### src/rtl/counter_sched_pkg.sv
`default_nettype none
// ============================================================================
//  Module   : counter_sched_pkg
//  Brief    : Shared FSM state encodings and helpers for counter_sched.
//  Revision : 1.0  initial release
// ============================================================================
package counter_sched_pkg;

    // FSM state encodings; 2'd3 is illegal and steers back to IDLE
    localparam logic [1:0] IDLE = 2'd0;
    localparam logic [1:0] RUN  = 2'd1;
    localparam logic [1:0] DONE = 2'd2;

    // Widest one-hot vector the index helper accepts
    localparam int MAX_REQ = 32;

    // Position of the set bit in a one-hot vector (0 when the vector is empty)
    function automatic logic [4:0] onehot_to_idx(input logic [MAX_REQ-1:0] oh);
        logic [4:0] idx;
        idx = '0;
        for (int i = 0; i < MAX_REQ; i++) begin
            if (oh[i]) begin
                idx = 5'(i);
            end
        end
        return idx;
    endfunction

endpackage : counter_sched_pkg
`default_nettype wire

### src/rtl/counter_sched_rr_arbiter.sv
`default_nettype none
// ============================================================================
//  Module   : rr_arbiter
//  Brief    : Combinational round-robin picker. Searches last+1, last+2, ...
//             modulo NREQ and returns the first requester found, both as a
//             one-hot vector and as an index.
//  Revision : 1.0  initial release
// ============================================================================
module rr_arbiter
    import counter_sched_pkg::*;
#(
    parameter int NREQ = 4,
    parameter int IDXW = 2
) (
    input  logic [NREQ-1:0] req_i,
    input  logic [IDXW-1:0] last_i,
    output logic [NREQ-1:0] grant_o,
    output logic [IDXW-1:0] idx_o,
    output logic            valid_o
);

    logic [MAX_REQ-1:0] w_grant_ext;

    // Rotating priority search starting just after the previous winner
    always_comb begin
        grant_o = '0;
        valid_o = 1'b0;
        for (int k = 1; k <= NREQ; k++) begin
            if (!valid_o && req_i[(int'(last_i) + k) % NREQ]) begin
                grant_o[(int'(last_i) + k) % NREQ] = 1'b1;
                valid_o = 1'b1;
            end
        end
    end

    // Widen the one-hot winner so the shared helper can encode it
    always_comb begin
        w_grant_ext              = '0;
        w_grant_ext[NREQ-1:0]    = grant_o;
        idx_o                    = IDXW'(onehot_to_idx(w_grant_ext));
    end

endmodule : rr_arbiter
`default_nettype wire

### src/rtl/counter_sched.sv
`default_nettype none
// ============================================================================
//  Module   : counter_sched
//  Brief    : Time-shares one N-bit up-counter among NREQ requesters. A
//             round-robin arbiter picks an owner, the counter runs for the
//             owner's latched interval, then a one-cycle done pulse is sent.
//  Revision : 1.0  initial release
// ============================================================================
module counter_sched
    import counter_sched_pkg::*;
#(
    parameter int NREQ = 4,
    parameter int N    = 8
) (
    input  logic              clk,
    input  logic              rst,
    input  logic [NREQ-1:0]   req_i,
    input  logic [NREQ*N-1:0] len_i,
    output logic [NREQ-1:0]   grant_o,
    output logic              busy_o,
    output logic [N-1:0]      count_o,
    output logic [NREQ-1:0]   done_o
);

    localparam int IDXW = $clog2(NREQ);

    logic [1:0]      state_q, state_d;
    logic [NREQ-1:0] grant_q, grant_d;
    logic            busy_q,  busy_d;
    logic [N-1:0]    count_q, count_d;
    logic [NREQ-1:0] done_q,  done_d;
    logic [N-1:0]    lenq_q,  lenq_d;
    logic [IDXW-1:0] owner_q, owner_d;
    logic [IDXW-1:0] last_q,  last_d;

    logic [N-1:0]    w_len [NREQ];
    logic [NREQ-1:0] w_arb_grant;
    logic [IDXW-1:0] w_arb_idx;
    logic            w_arb_valid;

    // Unpack the flat length bus into one slice per requester
    for (genvar i = 0; i < NREQ; i++) begin : g_len
        assign w_len[i] = len_i[i*N +: N];
    end

    rr_arbiter #(
        .NREQ (NREQ),
        .IDXW (IDXW)
    ) u_arb (
        .req_i   (req_i),
        .last_i  (last_q),
        .grant_o (w_arb_grant),
        .idx_o   (w_arb_idx),
        .valid_o (w_arb_valid)
    );

    // Next-state logic: arbitrate in IDLE, count in RUN, one-cycle DONE
    always_comb begin
        state_d = state_q;
        grant_d = grant_q;
        busy_d  = busy_q;
        count_d = count_q;
        done_d  = '0;
        lenq_d  = lenq_q;
        owner_d = owner_q;
        last_d  = last_q;
        case (state_q)
            IDLE: begin
                grant_d = '0;
                busy_d  = 1'b0;
                count_d = '0;
                if (w_arb_valid) begin
                    state_d = RUN;
                    grant_d = w_arb_grant;
                    busy_d  = 1'b1;
                    // A zero length still runs for one count
                    lenq_d  = (w_len[w_arb_idx] == '0) ? N'(1) : w_len[w_arb_idx];
                    owner_d = w_arb_idx;
                    last_d  = w_arb_idx;
                end
            end
            RUN: begin
                if (!req_i[owner_q]) begin
                    // Owner withdrew: release silently, no done pulse
                    state_d = IDLE;
                    grant_d = '0;
                    busy_d  = 1'b0;
                    count_d = '0;
                end else if (count_q == lenq_q - N'(1)) begin
                    state_d = DONE;
                    done_d  = grant_q;
                    grant_d = '0;
                    busy_d  = 1'b0;
                    count_d = '0;
                end else begin
                    count_d = count_q + N'(1);
                end
            end
            DONE: begin
                state_d = IDLE;
                grant_d = '0;
                busy_d  = 1'b0;
                count_d = '0;
            end
            default: begin
                state_d = IDLE;
                grant_d = '0;
                busy_d  = 1'b0;
                count_d = '0;
            end
        endcase
    end

    // State registers; reset abandons any interval in progress without done
    always_ff @(posedge clk) begin
        if (rst) begin
            state_q <= IDLE;
            grant_q <= '0;
            busy_q  <= 1'b0;
            count_q <= '0;
            done_q  <= '0;
            lenq_q  <= '0;
            owner_q <= '0;
            last_q  <= IDXW'(NREQ - 1);
        end else begin
            state_q <= state_d;
            grant_q <= grant_d;
            busy_q  <= busy_d;
            count_q <= count_d;
            done_q  <= done_d;
            lenq_q  <= lenq_d;
            owner_q <= owner_d;
            last_q  <= last_d;
        end
    end

    assign grant_o = grant_q;
    assign busy_o  = busy_q;
    assign count_o = count_q;
    assign done_o  = done_q;

endmodule : counter_sched
`default_nettype wire

### config.mk
export PLATFORM = sky130hd
export DESIGN_NAME = counter_sched
export DESIGN_NICKNAME = d
export VERILOG_FILES = /design/src/rtl/counter_sched_pkg.sv /design/src/rtl/counter_sched_rr_arbiter.sv /design/src/rtl/counter_sched.sv
export SDC_FILE = /design/constraint.sdc
export NUM_CORES = 1
export LEC_CHECK = 0
export CAP_MARGIN = 40
export CORE_ASPECT_RATIO = 1.5
export CORE_MARGIN = 2
export CORE_UTILIZATION = 52
export DETAILED_ROUTE_END_ITERATION = 12
export GPL_TIMING_DRIVEN = 0
export PLACE_DENSITY = 0.93
export SKIP_CTS_REPAIR_TIMING = 1
export SYNTH_ARGS = -nofsm -noshare
export SYNTH_HDL_FRONTEND = slang
export SYNTH_SLANG_ARGS = --single-unit
### constraint.sdc
create_clock -name clk -period 6.2 [get_ports clk]
set_input_delay 0.93 -clock clk [delete_from_list [all_inputs] [get_ports clk]]
set_output_delay 0.93 -clock clk [all_outputs]
set_load 0.02 [all_outputs]
==> results of run 1 <==
-- cells by family (layout without fill, tap and decap cells) --
logic type,Yosys count,after routing,synth area share
compound gates,55,55,0.238
simple gates,97,97,0.241
flops,31,31,0.310
fa+ha+maj,9,9,0.0563
buf+inv,16,78,0.0400
xor+xnor,16,16,0.0700
mux,4,4,0.0450
-- Yosys cell counts (2+ instances only) --
cell      number
dfxtp_1       31
and3_1        15
a21oi_1        5
o21ai_1        2
ha_1           9
a211oi_2       9
o21ai_0        5
nand2b_1       2
xnor2_1        6
nor2_1        33
nand4_1        3
a22o_1         4
clkbuf_1       6
nand2_1       15
buf_6          2
a221o_1        2
nand3b_1       5
o21bai_1       2
a211oi_1       7
mux4_2         4
nor3_1         7
inv_1          6
and2_1         3
o31a_1         7
nand3_1        9
xor2_1        10
o31ai_1        2
-- cell type report --
type	instances	area, sq um
Multi-Input combinational cell	181	1300
Fill cell	261	986
Sequential cell	31	621
Timing Repair Buffer	54	541
Clock buffer	8	100
Buffer	10	57.6
Tap cell	43	53.8
Inverter	6	22.5
-- flip-flops by register name (all words and copies together), names as in the netlist --
name and flops:
lenq_q 8, state_q 2, owner_q 2, busy_o 1, last_q 2, grant_o 4
count_o 8, done_o 4
-- cells in the final DEF, fill, tap and decap left out, drive strengths merged, types with 2 or more instances in the layout --
cell type      count
clkdlybuf4s50     54
nor2              33
dfxtp             31
nand2             17
a211oi            16
and3              15
clkbuf            14
xor2              10
nand3              9
ha                 9
nor3               7
o31a               7
o21ai              7
inv                6
xnor2              6
a21oi              5
nand3b             5
mux4               4
a22o               4
buf                4
nand4              3
and2               3
o31ai              2
a221o              2
nand2b             2
o21bai             2
-- power by group --
part / internal (W) / switching [W]
logic: 0.000374 / 0.000465
registers: 0.000253 / 0.0000580
clock network: 0.000101 / 0.0000733
-- how the worst min path moves through the flow --
stage / startpoint / end / slack (ns) / depth (start not counted)
after floorplan: owner_q[0] / owner_q[0] / 0.47 / 2
after CTS: busy_o / busy_o / 0.48 / 1
after detailed placement: busy_o / busy_o / 0.46 / 1
after global placement: busy_o / busy_o / 0.44 / 1
final: busy_o / busy_o / 0.47 / 1
after global routing: busy_o / busy_o / 0.49 / 1
-- metrics by stage --
| stage | instance area, sq um | std cells |
|---|---|---|
| after floorplan | 2000 | 228 |
| after global placement | 2600 | 325 |
| after detailed placement | 2600 | 325 |
| after CTS | 2700 | 333 |
| after global routing | 2700 | 333 |
| final | 2700 | 333 |
-- metal layers --
layer,part of all wire,vias up,track usage
li1,-,957,-
met1,0.39,929,0.284
met2,0.57,54,0.461
met3,0.027,9,0.0206
met4,0.015,0,0.128
met5,0,-,0
-- worst max-delay path: stages --
cell             delay [ns]
clkdlybuf4s50_1        0.55
mux4_2                 0.61
nand2_1                0.10
o21ai_1                0.09
a221oi_2               0.64
nor2_1                 0.09
o31a_1                 0.32
nand4_1                0.13
o21ai_1                0.07
==> results.md, run 1 <==
* Crit path kind: input port to flip-flop
* Beginning of the critical path: req_i[1]
* Post-Syn Area at about 0.0020 sq mm
* P_leak at about 1.1 nW
* Type of destination of the critical path: flip-flop
* VDD IR max at between 400 and 500 uV
* Vias at between 1500 and 2000
* FP Rows at 27
* Core ar. at 0.00368 sq mm
* Number of synthesized register bits at 31
* Initial antenna violation count at 0
* Total gr overflow at 0
* Clock sinks at 31
* Syn_nets at roughly 280
* CTS tree: yes
* Final setup viols at 0
* Crit Path Max Fanout at 9
* Crit path arrival time at ~3.5 ns
* Synth top area cells: dfxtp_1 (31%), nor2_1 (6.2%), a211oi_2 (5.6%)
* Initial Utilization at 0.544
* CP endpoint: lenq_q[0]
* Largest net degree at the start of global routing at 11
* Max_slew headroom at 0.510
* DR WL/cell at 15.1 um
* Worst hold path class: flip-flop to flip-flop
* R2R setup slack at about 3.3 ns
* Top FF cell, synth: dfxtp_1
* Sequential-to-total area share from yosys stat at 0.310
* Final Util at 0.732
* Clock-pin slew on the worst setup and hold paths at 0.07 ns
* Maximum clock rate at between 200 and 300 MHz
* Area of the die at around 0.0044 sq mm
* All-layer global routing usage at 0.257
* Syn. warnings at 0
* Drt initial violations at between 50 and 60
* Worst-Margin Slew at 0.735 ns
* Clk root buf: clkbuf_8
* Final antenna-violating net count at 0
* Worst-skew pair later-pin latency at around 0.28 ns
* Vias per cell at around 5.9
* RR Endpoint: lenq_q[0]
* Tcrit/Tclk final at 0.545
* DR pass1 iterations at 4
* Cell taking the most area after synthesis: dfxtp_1
* Die width at 54.7 um
* Dpl hpwl at about 3800 um
* Area Growth Syn to Fin at 34.7%
* EDFF count, synth at 0
* Clk buf depth at 2
* Cells on worst reg2reg path at 10
* Fin nets at between 300 and 400
* Worst Hold Slack at 0.467 ns
* Num CTS Buffers at 5
* Max Clock Skew at 0.00958 ns
* Post-Syn Area per Cell at approximately 8.8 sq um
* ANT cells at 0
* DRC at 0
* Pre-CTS setup slack at approximately 2.6 ns
* Synth cell types at 44
* Drt total wl at 5020 um
* Final hold vios at 0
* Crit path time final at roughly 3.4 ns
* Max H-tree Level at 2
* Ports at 55
* Asr flop ratio synth at 0
* Required time of the critical path at between 6 and 7 ns
* Area share of the largest cell type after synthesis at 0.310
* Syn Inst Count at 228
* Outcome: finished, final reports clean
* Worst reg2reg startpoint: last_q[1]
* Max Slew Vio Count at 0
* Die Y at around 80 um
* Global-route wire length before repair at approximately 8500 um
* Vias in the first global route at between 1500 and 2000
* IO Port Bufs at 54
* RSZ-0062 raised after global routing: no
* Setup TNS at 0 ns
* Share of cells above drive strength 1 at 0.103
* PD cells at just under 500 mW/mm^2
* Setup WS post-layout at ~2.8 ns
* MaxCap Viol Count at 0
* CP Launch Type: input port
* Gp weighted congestion at around 0.91
* Total power draw at between 0.001 and 0.0015 W
Power figures use the tool's default switching activity.
==> run 2: changes to the inputs <==
--- a/config.mk
+++ b/config.mk
@@ -8,10 +8,10 @@
 export CAP_MARGIN = 40
 export CORE_ASPECT_RATIO = 1.5
 export CORE_MARGIN = 2
-export CORE_UTILIZATION = 52
+export CORE_UTILIZATION = 48
 export DETAILED_ROUTE_END_ITERATION = 12
 export GPL_TIMING_DRIVEN = 0
-export PLACE_DENSITY = 0.93
+export PLACE_DENSITY = 0.88
 export SKIP_CTS_REPAIR_TIMING = 1
 export SYNTH_ARGS = -nofsm -noshare
 export SYNTH_HDL_FRONTEND = slang
==> constraint.sdc (replaced) <==
create_clock -name clk -period 3.45 [get_ports clk]
set_input_delay 0.5175 -clock clk [delete_from_list [all_inputs] [get_ports clk]]
set_output_delay 0.5175 -clock clk [all_outputs]
set_load 0.02 [all_outputs]
==> run 2 against run 1 <==
  * Global-route usage fell by 4.7 points
  * Combinational power grew 75%
  * Critical path type unchanged
  * Clock skew fell by 0.0017 ns
  * Routed wire length down 6.5%
  * Cell area increased by 1.3%
  * Sequential share of layout area down 0.30 points
  * Total power increased by 85%
  * Register-to-register slack got worse by 2.7 ns
  * Cell count increased by 0.60%
==> results.md, run 2 (same netlist as run 1, synthesis figures left out) <==
* ANT cells at 0 (unchanged)
* Final antenna-violating net count at 0 (unchanged)
* Multi-input logic area at 0.00130 sq mm (unchanged)
* Crit path time final at between 2 and 3 ns
* PD cells at 900 mW/mm^2 (+83%)
* Clock-pin slew on the worst setup and hold paths at 0.07 ns (about the same)
* Max_slew headroom at 0.562 (+0.0518)
* RSZ-0062 raised after global routing: no
* Type of destination of the critical path: flip-flop
* Clk buf depth at 2 (unchanged)
* IO Port Bufs at 54 (unchanged)
* Worst hold path class: flip-flop to flip-flop
* Fin nets at 336 (unchanged)
* Gp weighted congestion at 0.876 (-3.4%)
* Most common cell after layout, fill and taps aside: clkdlybuf4s50_1
* Share of cells above drive strength 1 at 0.103 (unchanged)
* Maximum clock rate at 347 MHz
* CP Launch Type: input port
* Drt total wl at 4690 um (-6.5%)
* Cells on worst reg2reg path at 10 (unchanged)
* Crit path arrival time at 3.07 ns (-0.47 ns)
* Die width at 56.7 um (+3.8%)
* Setup TNS at 0 ns (unchanged)
* Register area at 621 sq um (unchanged)
* Area of the die at 0.00471 sq mm (+7.8%)
* Worst-skew pair later-pin latency at 0.29 ns (about the same)
* Worst-Margin Slew at 0.650 ns (-0.0846 ns)
* Outcome: finished, final reports clean
* Die Y at 83.1 um (+3.9%)
* Drt initial violations at 56 (-5.1%)
* Total gr overflow at 0 (unchanged)
* Max Clock Skew at 0.00791 ns (-0.00167 ns)
* CTS tree: yes
* Worst Hold Path Cells at 1 (unchanged)
* Num CTS Buffers at 5 (unchanged)
* VDD IR max at 705 uV (+51%)
* All-layer global routing usage at 0.210 (-0.0466)
* Vias per cell at 5.63 (-3.9%)
* Clk root buf: clkbuf_8
* Initial antenna violation count at 0 (unchanged)
* MaxCap Viol Count at 0 (unchanged)
* FP Rows at 28 (+3.7%)
* Vias at 1885 (-3.3%)
* DR WL/cell at 14.0 um (-7.1%)
* Largest net degree at the start of global routing at 11 (unchanged)
* Fill count at 320 (+23%)
* Ports at 55 (unchanged)
* Area Growth Syn to Fin at 36.4%
* Vias in the first global route at 1820 (-6.6%)
* DRC at 0 (unchanged)
* Final setup viols at 0 (unchanged)
* Global-route wire length before repair at 7960 um (-6.2%)
* Initial Utilization at 0.506 (-0.0380)
* Commonest non-fill, non-tap cells in the layout: clkdlybuf4s50_1 (54), nor2_1 (33), dfxtp_1 (31), and3_1 (15), nand2_1 (15)
* DR pass1 iterations at 4 (unchanged)
* Final hold vios at 0 (unchanged)
* Crit Path Max Fanout at 9 (unchanged)
* Core ar. at 0.00396 sq mm (+7.5%)
* Max H-tree Level at 2 (unchanged)
* Required time of the critical path at 3.64 ns (-2.72 ns)
* Tcrit/Tclk final at 0.835
* Crit path kind: input port to flip-flop
* P_leak at 1.08 nW (+1.3%)
* Max Slew Vio Count at 0 (unchanged)
* Dpl hpwl at 3660 um (-3.8%)
* Total power draw at 0.00246 W (+85%)
* Clock sinks at 31 (unchanged)
-- run 2: cell types whose count changed in the layout (fill, tap and decap cells not counted), sizes merged --
cell,delta
clkbuf,-2
bufinv,+2
-- run 2: critical path, cell delays in order --
cell and delay [ns]:
clkdlybuf4s50_1 0.55, mux4_2 0.61, nand2_1 0.09, o21ai_1 0.09, a221oi_2 0.57, nor2_1 0.09, o31a_1 0.29, a211oi_1 0.26
-- run 2: power by group --
group	switching, W	internal [W]	total, W
clock	0.000134	0.000289	0.000423
sequential	0.000106	0.000455	0.000561
combinational	0.000801	0.000673	0.00147
-- run 2: stage by stage --
step	instance area, sq um	std cells	hold slack (ns)	setup WS (ns)	util
floorplan	2000	228	0.473	0.973	-
global placement	2600	327	0.458	0.334	0.656
detailed placement	2600	327	0.453	0.303	0.656
CTS	2730	335	0.469	0.557	0.690
global route	2730	335	0.492	0.329	0.690
finish	2730	335	0.467	0.569	0.690
-- run 2: cell type report --
cell class	count	share of cell area
clock inverters	2	0.0220
well taps	45	0.0206
inverters	6	0.00825
clock buffers	6	0.0266
flip-flops and latches	31	0.227
plain buffers	10	0.0211
repair buffers	54	0.198
multi-input cells	181	0.476
-- run 2: worst paths after layout --
check        startpoint   endpoint  slack [ns]
min reg2reg      busy_o     busy_o        0.47
max reg2reg   last_q[0]  lenq_q[3]        0.58
min              busy_o     busy_o        0.47
max            req_i[1]  lenq_q[3]        0.57
-- run 2: per-layer routing --
metal	wire [um]	track usage	vias to the layer above
met2	2590	0.406	51
met4	68	0.0719	0
met5	0	0	-
met1	1870	0.215	871
li1	-	-	958
met3	171	0.0436	5
==> run 3: changes to the inputs <==
==> constraint.sdc (replaced) <==
create_clock -name clk -period 3 [get_ports clk]
set_input_delay 0.45 -clock clk [delete_from_list [all_inputs] [get_ports clk]]
set_output_delay 0.45 -clock clk [all_outputs]
set_load 0.02 [all_outputs]
==> run 3 against run 2 <==
  * Clock skew is essentially flat
  * Clock-buffer cell count is the same
  * Global-route usage did not move
  * Non-clock buffer count is the same
  * Routed wire length rose by 0.32%
  * Register-to-register slack worse by 0.41 ns
  * Die area unchanged
  * Cell area is 0.46% higher
==> results.md, run 3 (same netlist as run 1, synthesis figures left out) <==
* Outcome: finished, final reports clean
* Largest net degree at the start of global routing at 11 (unchanged)
* Most common cell after layout, fill and taps aside: clkdlybuf4s50_1
* Die Y at 83.1 um (unchanged)
* Core ar. at 0.00396 sq mm (unchanged)
* Vias at 1875 (-0.53%)
* Area post-placement at 0.00260 sq mm (unchanged)
* Clock-pin slew on the worst setup and hold paths at 0.07 ns (about the same)
* Worst hold path class: flip-flop to flip-flop
* Pre-CTS setup slack at -0.0795 ns (-0.383 ns)
* Multi-input logic area at 0.00131 sq mm (+0.87%)
* Max Slew Vio Count at 0 (unchanged)
* Maximum clock rate at between 300 and 400 MHz
* RSZ-0062 raised after global routing: no
* Crit path kind: flip-flop to flip-flop
* Delay-heaviest family, CP: compound AO/OA/AOI/OAI gates
* Clk root buf: clkbuf_8
* Final hold vios at 0 (unchanged)
* Area of the die at 0.00471 sq mm (unchanged)
* FP Rows at 28 (unchanged)
* Register area at 622 sq um (+0.20%)
* Worst path bufs/invs at 3 (+2)
* Worst-skew pair later-pin latency at 0.29 ns (about the same)
* DR WL/cell at 14.0 um (+0.32%)
* Initial antenna violation count at 0 (unchanged)
* Setup TNS at 0 ns (unchanged)
* Worst Hold Slack at 0.465 ns (-0.00221 ns)
* Drt initial violations at 60 (+7.1%)
* Final antenna-violating net count at 0 (unchanged)
* Fin nets at 336 (unchanged)
* CP Launch Type: flip-flop
* VDD IR max at 806 uV (+14%)
* Crit Path Max Fanout at 10 (+1)
* P_leak at 1.08 nW (about the same)
* Tcrit/Tclk final at 0.942
* Area Growth Syn to Fin at 37.1%
* Type of destination of the critical path: flip-flop
* Vias in the first global route at 1820 (unchanged)
* ANT cells at 0 (unchanged)
* Die width at 56.7 um (unchanged)
* Cell Count, Final, Fillers Out at 335 (unchanged)
* Ports at 55 (unchanged)
* Worst-Margin Slew at 0.635 ns (-0.0150 ns)
* Total gr overflow at 0 (unchanged)
* Crit-path cells: buf_6 -> inv_1 -> ha_1 -> mux4_2 -> nand2_1 -> o21ai_1 -> a221o_1 -> buf_6 -> a211oi_2 -> o31a_1 -> nand4_1 -> o21ai_1
* Dpl hpwl at 3660 um (unchanged)
* Commonest non-fill, non-tap cells in the layout: clkdlybuf4s50_1 (54), nor2_1 (33), dfxtp_1 (30), and3_1 (15), nand2_1 (15)
* DRC at 0 (unchanged)
* Max Clock Skew at 0.00833 ns (+0.000420 ns)
* Max_slew headroom at 0.572 (+0.0101)
* Gp weighted congestion at 0.876 (unchanged)
* Vias per cell at 5.60 (-0.53%)
* PD cells at 1040 mW/mm^2 (+16%)
* Setup WS post-layout at 0.173 ns (-0.396 ns)
* Clock sinks at 31 (unchanged)
* Global-route wire length before repair at 7960 um (unchanged)
* Initial Utilization at 0.506 (unchanged)
* CP peak stage delay at 0.42 ns (-0.19 ns)
* Clk buf depth at 2 (unchanged)
* Num CTS Buffers at 5 (unchanged)
* IO Port Bufs at 54 (unchanged)
* MaxCap Viol Count at 0 (unchanged)
* Crit path arrival time at 3.04 ns (-0.03 ns)
* Placed insts at 327 (unchanged)
* All-layer global routing usage at 0.210 (unchanged)
* Crit path time final at between 2 and 3 ns
* Fill count at 318 (-0.63%)
* Slowest-stage cell, CP: dfxtp_1
* Final setup viols at 0 (unchanged)
* DR pass1 iterations at 4 (unchanged)
* Drt total wl at 4710 um (+0.32%)
* Max H-tree Level at 2 (unchanged)
* Required time of the critical path at 3.22 ns (-0.42 ns)
* Design area at 0.00274 sq mm (+0.46%)
* CTS tree: yes
* Share of cells above drive strength 1 at 0.107 (+0.00345)
## run 3: worst paths after layout
check	start	end	slack [ns]	cells after the start
min	busy_o	busy_o	0.46	1
max reg2reg	last_q[0]	lenq_q[0]	0.17	12
min reg2reg	busy_o	busy_o	0.46	1
max	last_q[0]	lenq_q[0]	0.17	12
## run 3: worst reg2reg max path, delay by kind of cell, from the launching register on
kind / cells / cell delay, ns
DFF: 1 / 0.42
muxes: 1 / 0.35
and+or+nand+nor: 2 / 0.20
AOI/OAI and AO/OA: 5 / 1.01
buffers and inverters: 3 / 0.44
adders and majority gates: 1 / 0.33
## run 3: layout make-up
class                   instances  area share
clock inverters                 2      0.0219
multi-input cells             181       0.478
plain buffers                  10      0.0210
clock buffers                   6      0.0264
well taps                      45      0.0205
inverters                       6     0.00821
repair buffers                 54       0.197
flip-flops and latches         31       0.227
## run 3: per-stage QoR
step / utilization / power [W]
2_1_floorplan: - / 0.00194
3_3_place_gp: 0.656 / 0.00229
3_5_place_dp: 0.656 / 0.00233
4_1_cts: 0.690 / 0.00283
5_1_grt: 0.693 / 0.00306
6_report: 0.693 / 0.00285
## run 3: metal layers
metal	up-vias	share of wire	global-route usage	routed length (um)
met5	-	0	0	0
met1	858	0.40	0.215	1870
li1	959	-	-	-
met4	0	0.016	0.0719	74
met3	6	0.041	0.0436	191
met2	52	0.55	0.406	2570
## run 3: report_power, final
group / total [W] / leakage (nW) / switching, W / internal, W
registers: 0.000647 / 0.254 / 0.000122 / 0.000525
clock network: 0.000487 / 0.0654 / 0.000155 / 0.000332
logic: 0.00172 / 0.763 / 0.000935 / 0.000784
==> variant: new RTL, settings of run 2 <==
`NREQ` is set to 4 in 2 places; all go to 2.
--- a/src/rtl/counter_sched_rr_arbiter.sv
+++ b/src/rtl/counter_sched_rr_arbiter.sv
@@ -9,7 +9,7 @@
 module rr_arbiter
     import counter_sched_pkg::*;
 #(
-    parameter int NREQ = 4,
+    parameter int NREQ = 2,
     parameter int IDXW = 2
 ) (
     input  logic [NREQ-1:0] req_i,
--- a/src/rtl/counter_sched.sv
+++ b/src/rtl/counter_sched.sv
@@ -9,7 +9,7 @@
 module counter_sched
     import counter_sched_pkg::*;
 #(
-    parameter int NREQ = 4,
+    parameter int NREQ = 2,
     parameter int N    = 8
 ) (
     input  logic              clk,
Ports: changed (resized done_o, grant_o, len_i and req_i); port bits go from 55 to 33. The function was not compared with the original's and may differ.
==> variant against run 2 <==
Wire length decreased by 42%; power is 73% lower; sequential cell count is 6 lower; critical path depth stayed put; worst setup slack improved by 600 ps; area after synthesis fell by 36%; design area fell by 38%; maximum frequency is 26% higher; critical path type is now reg2reg.
==> variant: results (changes against run 2) <==
Run status
  – Status: finished, final reports clean

STA
  – Skew final: 1.11 ps (-6.80 ps)
  – Period utilization: 0.662 (-0.173)
  – Slew @ Worst Pin: 655 ps (+5.03 ps)

Worst setup path
  – Crit-path max cell delay: 530 ps (-80 ps)
  – Reg2reg setup slack: 1170 ps (+590 ps)
  – Critical path peak fanout: 10 (+1)
  – Top delay family on crit path: compound AO/OA/AOI/OAI gates
  – Worst R2R Path Depth: 8 (-2)
  – Arrival time worst endpoint: 2430 ps (-640 ps)
  – R2R Path Start: lenq_q[0]$_SDFFE_PP0P_
  – Slowest cell on the critical path: a2111oi_4
  – WS Path Type: reg2reg
  – Reg-to-Reg End: busy_o$_SDFFE_PP0P_
  – CP endpoint: busy_o$_SDFFE_PP0P_

Finish
  – Sequential Area: 500 um2 (-19%)
  – Nets: 199 (-41%)
  – Fill cells: 215 (-33%)
  – Fraction of layout cells with a size suffix above 1: 0.0625 (-0.0409)
  – Final std cells w/o fill: 213 (-36%)

GRT
  – GRT Total Usage: 0.199 (-0.0115)
  – Grt met2 use: 0.363 (-0.0431)
  – Vias in the first global route: 1095 (-40%)
  – Largest net degree at the start of global routing: 15 (+4)
  – Met1 usage in global routing: 0.196 (-0.0190)
  – Initial antenna violation count: 0 (unchanged)
  – First-pass GRT wire length: 4530 um (-43%)
  – GR Util met3: 0.0294 (-0.0142)

Clock network
  – Clock transition at path regs: ~80 ps
  – Clk_lat worst skew: 270 ps (-20 ps)
  – H-tree depth: 1 (-1)
  – Number of buffers created by CTS: 3 (-2)
  – Clock buffer depth: 2 (unchanged)

Synthesis
  – Sequential-to-total area share from yosys stat: 0.390 (+0.0799)
  – Post-synth net total: 162 (-41%)
  – Adder-cell share of the synthesized area: 0.0195 (-0.0368)
  – Synth Area in Compound Gates: 0.166 (-0.0724)
  – Asr flop ratio synth: 0 (unchanged)
  – Post-Synth XOR/XNOR Area: 0.109 (+0.0392)
  – Library cells used by synthesis: 38 (-14%)
  – Average size of a mapped cell: 9.17 um2 (+4.4%)
  – Multiplexer share of the synthesized area: 0.0624 (+0.0174)
  – Ranking of synthesized cells by area: dfxtp_1, mux2i_1, xnor2_1
  – Predominant post-synthesis flop cell: dfxtp_1
  – Synth Warn #: 0 (unchanged)
  – Post-synth top cells: dfxtp_1, nor2_1, nor3_1, nand2_1, a211oi_1

Place
  – Dpl hpwl: 2220 um (-39%)
  – Input/output buffers: 32 (-41%)
  – Setup WS pre-CTS: 1140 ps (+838 ps)
  – RePlAce Congestion: 0.823 (-6.1%)

Power and ir drop
  – Sw Ratio: 0.288 (-0.136)
  – Worst VDD drop: 0.226 mV (-68%)
  – P_leak: 0.000623 uW (-42%)
  – Pwr dens: 385 nW/um2 (-57%)

Drt
  – TritonRoute pass-1 iters: 3 (-1)
  – Vias per cell: 5.41 (-3.8%)
  – Routed wire per std cell: 12.7 um (-9.3%)
  – Initial DRC count: 22 (-61%)

Min path
  – Hold crit path type: reg2reg
## variant: cell types whose count changed after synthesis, moves of 6 or more
cell,run 2,this run
and3_1,15,3
nor2_1,33,15
a211oi_2,9,0
ha_1,9,2
mux2i_1,0,8
o31a_1,7,0
dfxtp_1,31,25
## variant: logic make-up after synthesis
family | count (synthesis)
and+or+nand+nor | 55
AOI/OAI and AO/OA | 26
DFF | 25
xor gates and xnor gates | 16
buffers and inverters | 8
muxes | 8
adders and majority gates | 2
## variant: final cells by class
class                   instances  area share
multi-input cells             107       0.434
flip-flops and latches         25       0.295
repair buffers                 32       0.189
well taps                      37      0.0273
clock buffers                   3      0.0243
plain buffers                   5      0.0206
inverters                       3     0.00664
clock inverters                 1     0.00295
## variant: power groups by stage
stage | sequential (uW) | clock [uW] | combinational, uW
global placement | 331 | 0 | 147
finish | 326 | 173 | 153
CTS | 326 | 174 | 154
floorplan | 333 | 0 | 98.0
global route | 329 | 183 | 170
detailed placement | 333 | 0 | 153
## variant: routing by layer
layer	vias up	wire length, um
met2	32	1520
li1	581	-
met3	10	93
met5	-	0
met1	530	972
met4	0	113
## variant: worst min-delay path by stage
stage / startpoint / end / slack (ps) / depth (start not counted)
CTS: busy_o$_SDFFE_PP0P_ / busy_o$_SDFFE_PP0P_ / 470 / 2
global route: busy_o$_SDFFE_PP0P_ / busy_o$_SDFFE_PP0P_ / 490 / 2
global placement: busy_o$_SDFFE_PP0P_ / busy_o$_SDFFE_PP0P_ / 450 / 2
detailed placement: busy_o$_SDFFE_PP0P_ / busy_o$_SDFFE_PP0P_ / 460 / 2
finish: busy_o$_SDFFE_PP0P_ / busy_o$_SDFFE_PP0P_ / 460 / 2
floorplan: last_q$_SDFFE_PP1P_ / last_q$_SDFFE_PP1P_ / 440 / 2
